### src/rtl/job_rx.sv
`default_nettype none
// ============================================================================
// Module   : job_rx
// Purpose  : Receives sync-framed, XOR-checksummed job frames from a UART
//            byte stream and publishes each accepted job atomically.
// Revision : 1.0 - initial release
// ============================================================================
module job_rx #(
    parameter logic [7:0] SYNC_BYTE = 8'hA5,
    parameter int         JOB_BYTES = 80,
    parameter int         TIMEOUT   = 10000000
) (
    input  logic                   clk,
    input  logic                   rst,
    input  logic                   rx_valid,
    input  logic [7:0]             rx_byte,
    input  logic                   rx_error,
    output logic [8*JOB_BYTES-1:0] job,
    output logic                   load,
    output logic                   busy,
    output logic                   bad_frame,
    output logic [7:0]             err_count
);

    localparam int c_CNT_W  = $clog2(JOB_BYTES + 1);
    localparam int c_IDLE_W = $clog2(TIMEOUT + 1);

    localparam logic [c_CNT_W-1:0]  c_LAST_BYTE = c_CNT_W'(JOB_BYTES - 1);
    localparam logic [c_IDLE_W-1:0] c_IDLE_LAST = c_IDLE_W'(TIMEOUT - 1);

    localparam logic [1:0] c_IDLE    = 2'd0;
    localparam logic [1:0] c_PAYLOAD = 2'd1;
    localparam logic [1:0] c_CHECK   = 2'd2;

    logic [1:0]               r_state;
    logic [8*JOB_BYTES-1:0]   r_shadow;
    logic [7:0]               r_xor;
    logic [c_CNT_W-1:0]       r_count;
    logic [c_IDLE_W-1:0]      r_idle;

    logic w_in_frame;
    logic w_byte;
    logic w_timeout;
    logic w_abort;
    logic w_csum_bad;
    logic w_reject;

    // A framing error outranks a coincident byte, which is simply dropped.
    assign w_in_frame = (r_state != c_IDLE);
    assign w_byte     = rx_valid && !rx_error;
    assign w_timeout  = w_in_frame && !rx_valid && !rx_error && (r_idle == c_IDLE_LAST);
    assign w_abort    = (rx_error && w_in_frame) || w_timeout;
    assign w_csum_bad = w_byte && (r_state == c_CHECK) && (rx_byte != r_xor);
    assign w_reject   = w_abort || w_csum_bad;

    assign busy = w_in_frame;

    always_ff @(posedge clk or negedge rst) begin
        if (!rst) begin
            r_state   <= c_IDLE;
            r_shadow  <= '0;
            r_xor     <= '0;
            r_count   <= '0;
            r_idle    <= '0;
            job       <= '0;
            load      <= 1'b0;
            bad_frame <= 1'b0;
            err_count <= '0;
        end else begin
            load      <= 1'b0;
            bad_frame <= 1'b0;

            if (w_reject) begin
                bad_frame <= 1'b1;
                if (err_count != 8'hFF) begin
                    err_count <= err_count + 8'd1;
                end
            end

            // Inter-byte watchdog only runs while a frame is open.
            if (!w_in_frame || rx_valid) begin
                r_idle <= '0;
            end else begin
                r_idle <= r_idle + 1'b1;
            end

            if (w_abort) begin
                r_state <= c_IDLE;
            end else if (w_byte) begin
                case (r_state)
                    c_IDLE: begin
                        if (rx_byte == SYNC_BYTE) begin
                            r_state <= c_PAYLOAD;
                            r_count <= '0;
                            r_xor   <= '0;
                        end
                    end
                    c_PAYLOAD: begin
                        r_shadow <= {r_shadow[8*JOB_BYTES-9:0], rx_byte};
                        r_xor    <= r_xor ^ rx_byte;
                        r_count  <= r_count + 1'b1;
                        if (r_count == c_LAST_BYTE) begin
                            r_state <= c_CHECK;
                        end
                    end
                    c_CHECK: begin
                        r_state <= c_IDLE;
                        if (rx_byte == r_xor) begin
                            job  <= r_shadow;
                            load <= 1'b1;
                        end
                    end
                    default: r_state <= c_IDLE;
                endcase
            end
        end
    end

endmodule
`default_nettype wire
### config.mk
export PLATFORM = sky130hd
export DESIGN_NAME = job_rx
export DESIGN_NICKNAME = d
export VERILOG_FILES = /design/src/rtl/job_rx.sv
export SDC_FILE = /design/constraint.sdc
export NUM_CORES = 2
export LEC_CHECK = 0
export BUFFER_PORTS_ARGS = -buffer_cell sky130_fd_sc_hd__buf_2
export CAP_MARGIN = 20
export CORE_ASPECT_RATIO = 0.5
export CORE_MARGIN = 1
export CORE_UTILIZATION = 25
export CTS_BUF_LIST = sky130_fd_sc_hd__clkbuf_16
export CTS_CLUSTER_DIAMETER = 60
export DETAILED_ROUTE_END_ITERATION = 10
export GPL_TIMING_DRIVEN = 0
export HOLD_SLACK_MARGIN = 0.05
export PLACE_DENSITY_LB_ADDON = 0.25
export SYNTH_ARGS = -nofsm -noshare
export SYNTH_HDL_FRONTEND = slang
export SYNTH_SLANG_ARGS = --single-unit
### constraint.sdc
create_clock -name clk -period 3.4 [get_ports clk]
set_input_delay 1.02 -clock clk [delete_from_list [all_inputs] [get_ports clk]]
set_output_delay 1.02 -clock clk [all_outputs]
set_load 0.05 [all_outputs]
After elaboration in Yosys (flattened, before gate mapping)

Cells that the tools add are included.

$add $sub $neg: 3
Equality and inequality tests: 11
Mux-type cells: 15
Bitwise operators: 2
Reductions and logical operators: 22

Operators by type and width:

| cell                                                            | count |
|---|---|
| 24-bit by 1-bit adder with 24-bit output, second input constant | 1 |
| 24-bit equality test, second input constant                     | 1 |
| 24-bit 2-to-1 mux                                               | 1 |
| 8-bit one-hot mux with 2 select lines                           | 1 |
| 7-bit one-hot mux with 2 select lines                           | 1 |
| 8-bit by 1-bit adder with 8-bit output, second input constant   | 1 |
| 8-bit equality test                                             | 1 |
| 8-bit equality test, second input constant                      | 1 |
| 2-bit 2-to-1 mux                                                | 4 |
| 8-bit 2-to-1 mux                                                | 1 |
| 8-bit != test                                                   | 1 |
| 8-bit != test, second input constant                            | 1 |
| 4-bit AND reduction                                             | 2 |
| 8-bit bitwise XOR                                               | 1 |
| 7-bit by 1-bit adder with 7-bit output, second input constant   | 1 |
| 7-bit equality test, second input constant                      | 1 |
| 1-bit logical AND                                               | 7 |
| 7-bit 2-to-1 mux                                                | 1 |
| 3-bit != test, second input constant                            | 2 |
| 3-bit AND reduction                                             | 2 |
| 2-bit nonzero test                                              | 3 |
| 1-bit 2-to-1 mux                                                | 5 |
| 2-bit one-hot mux with 2 select lines                           | 1 |
| 1-bit logical NOT                                               | 3 |
| 7 further kinds                                                 | 9 |

Bits in registers: 1,331
Input port bits: 12
Word-level logic and storage cells: 62

Depth between registers and ports, before layout

Word-level depth: 7
Mapped depth: 8

Worst setup path before layout

Ideal clock, no wire load.

Path type: input to register
Start: input port rx_byte[7]
End: register job[0]
Arrival: 2.366 ns
Required time: 3.273 ns
Path slack: 0.907 ns
Cell stages on the path: 7
Cell sequence: xnor2_1 -> nand4_1 -> nor4_1 -> buf_4 -> buf_6 -> buf_6 -> mux2_1

Cells in the longest elaborated chain, start to end: 2

Ends and longest elaborated chain:

| element                              | RTL line | RTL |
|---|---|---|
| start: declaration                   | 16       | `input logic [7:0] rx_byte,` |
| 8-bit equality test                  | 108      | `if (rx_byte == r_xor) begin` |
| 4-bit AND reduction (no source line) | -        |  |
| end signal: assignment               | 109      | `job <= r_shadow;` |
| end: declaration                     | 18       | `output logic [8*JOB_BYTES-1:0] job,` |

Every way passes these cells.
A chain may end at the register's enable or synchronous reset.

Worst setup path in the final report

Start: register r_state[1]
End: output port busy

Cells in the longest elaborated chain, start to end: 1

Ends and longest elaborated chain:

| element                  | RTL line | RTL |
|---|---|---|
| start: declaration       | 35       | `logic [1:0] r_state;` |
| start signal: assignment | 60       | `r_state <= c_IDLE;` |
| start signal: assignment | 88       | `r_state <= c_IDLE;` |
| start signal: assignment | 93       | `r_state <= c_PAYLOAD;` |
| 2-bit nonzero test       | 49       | `assign w_in_frame = (r_state != c_IDLE);` |
| end: declaration         | 20       | `output logic busy,` |

Every way passes these cells.

==> results.toml <==
[clock_network]
cts_hold_buf = 0
ctsRootBufferMaster = "clkbuf_16"
cts_sinks = 1331
post_cts_resized = 0
clk_pin_slew_ns = 0.06
cts_made_buffers = 143
clk_path_buf_depth = 3
cts_tree = "built"
htreeDepth = 4
postCtsSetupBuffers = 0
clk_latency_ns = 0.77

[cells_and_area]
mostFrequentLayoutCells = "nand2_1, dfrtp_1, buf_2"
final_common_cell = "nand2_1"
final-instance-count-excl-fill = 7875
drive_gt1_share_pct = 21.1
fin_nets = 5148
syn_to_final_growth_pct = 22.6

[global_route]
grt-ovfl-total = 0
first_global_vias = 33117
antenna_found_initial = 11
grt_pass1_wl_um = 220000
track_usage_pct = 14.3
grt_max_degree = 160

[yosys]
yosys.area.top_type = "dfrtp_1"
synth_area_leaders = "dfrtp_1, nand2_1, mux2_1, mux2_2, buf_6"
synth_edf_count = 0
synth-seq-cells = 1331
syn_area_per_cell_um2 = 11.6
yosysTopAreaCellShare_pct = 66.3
async_reset_ff_share_pct = 100
ys_warn_count = 0
synth_cells = 4317
synth_area_um2 = 50300
syn_nets = 4332
synth-main-ff-cell = "dfrtp_1"
ys_seq_area_share_pct = 66.3
yosysUniqueCellTypes = 40

[power]
combPwrFrac_pct = 1.2
p_leak_nw = 35.1
swShare_pct = 22.0
power_switching_w = 0.00695
seqPwrFrac_pct = 50.3
p_int_w = 0.0246
clkPwrFrac_pct = 48.5
ir_worst_vdd_mv = 0.502
p_total_w = 0.0315
p_per_area_nw_per_um2 = 511

[floorplan]
die_area_um2 = 203000
io-pin-count = 663
start_util_pct = 25.4
die_width_um = 636
rows = 115
die-height_um = 319
coreArea_um2 = 198000

[timing]
hold_viol = 0
rsz0062_at_grt = "false"
fmax_mhz = 348
slew_headroom_pct = 29.2
fin_crit_sh_pct = 84.5
worstMarginPinSlew_ns = 1.06
slew_viol_final = 0
setup_violations = 0
period_minus_slack_ns = 2.87
fin_skew_ns = 0.0206

[min_path]
hold_class = "in -> async"

[status]
status = "complete, no violations"

[route]
via_per_inst = 4.13
first_pass_iters = 5
drt_iter0_drc = 2020
wl_um = 146000
post_drt_wl_per_cell_um = 18.6
num_vias = 32500
drc = 0
postRouteAntennaNets = 0

[flow_run]
maxCapViolations = 0

[critical_path]
cp-end-kind = "output pin"
cp_max_fo = 8
crit_required_ns = 2.38
path_class = "reg -> out"
startpoint_type = "flop"
crit_arrival_ns = 1.85

[placed_design]
gp_congestion = 0.792
place_inst = 7620
dp_hpwl_um = 107000
numPortBuffers = 662
==> area by class of cell <==
class                           instances  area [um^2]
Buffer                                217         1290
Multi-Input combinational cell       2766        15700
Clock buffer                          149         3730
Tap cell                             2632         3290
Clock inverter                        105          764
Sequential cell                      1331        33300
Inverter                                3         11.3
Fill cell                           20366       137000
Timing Repair Buffer                  671         3580
Antenna cell                            1         2.50
==> synth_stat cells (7+ instances only) <==
master       n
nand3_1     18
o21ai_0     16
dfrtp_1   1331
mux2_1     500
buf_6       55
xor2_1      20
clkbuf_1   117
xnor2_1     19
and3_1      15
buf_2       41
mux2_2     140
nand2_1   1944
nand4_1      7
nor2_1      40
==> flip-flops by register name, summed over array words and instances (netlist names) <==
register / cells
r_count: 7
r_idle: 24
err_count: 8
job: 640
r_state: 2
r_shadow: 640
load: 1
bad_frame: 1
r_xor: 8
==> cell families (layout without fill, tap and decap cells) <==
group | after synthesis | in the layout | share of synthesized area (%)
simple gates | 2055 | 2055 | 15.7
flops | 1331 | 1331 | 66.3
mux | 641 | 641 | 14.4
buf+inv | 220 | 1145 | 2.58
xor+xnor | 39 | 39 | 0.680
compound gates | 28 | 28 | 0.324
fa+ha+maj | 3 | 3 | 0.0747
other cells | 0 | 1 | 0
==> critical path: stages (launching register included) <==
cell and delay (ns):
dfrtp_1 0.35, buf_2 0.16, or2_2 0.34, buf_2 0.25
==> metal layers <==
layer	global-route usage, %	part of all wire, %	vias up
li1	-	-	15508
met1	15.9	38	16328
met2	27.0	55	438
met3	2.69	3.4	226
met4	5.44	3.7	0
met5	0	0	-
==> final timing paths <==
path / start / end / slack [ns] / depth (start not counted)
min: rst / job[159] / 0.12 / 1
min reg2reg: job[257] / job[257] / 0.48 / 1
min in group clk: job[257] / job[257] / 0.48 / 1
max reg2reg: r_state[1] / r_shadow[298] / 0.62 / 7
max in group asynchronous: rst / job[462] / 0.66 / 4
max: r_state[1] / busy / 0.53 / 3
==> power by group through the flow <==
stage                     Sequential, W  Clock, W  Combinational [W]
after CTS                        0.0159    0.0158           0.000414
after global routing             0.0158    0.0165           0.000457
after floorplan                  0.0162         0          0.0000221
final                            0.0159    0.0153           0.000382
after global placement           0.0162         0           0.000379
after detailed placement         0.0161         0           0.000413
==> stage by stage <==
step	hold slack [ns]	setup slack, ns	instance area (um^2)	setup TNS [ns]	util [%]
global placement	0.464	-29.91	56900	-	28.7
finish	0.116	0.527	61600	0	31.1
CTS	0.0535	0.435	61600	0	31.1
global route	0.0763	0.315	61600	0	31.1
detailed placement	0.466	-0.198	57100	-32.93	28.8
floorplan	0.440	0.907	50300	0	-
Power figures use the tool's default switching activity.
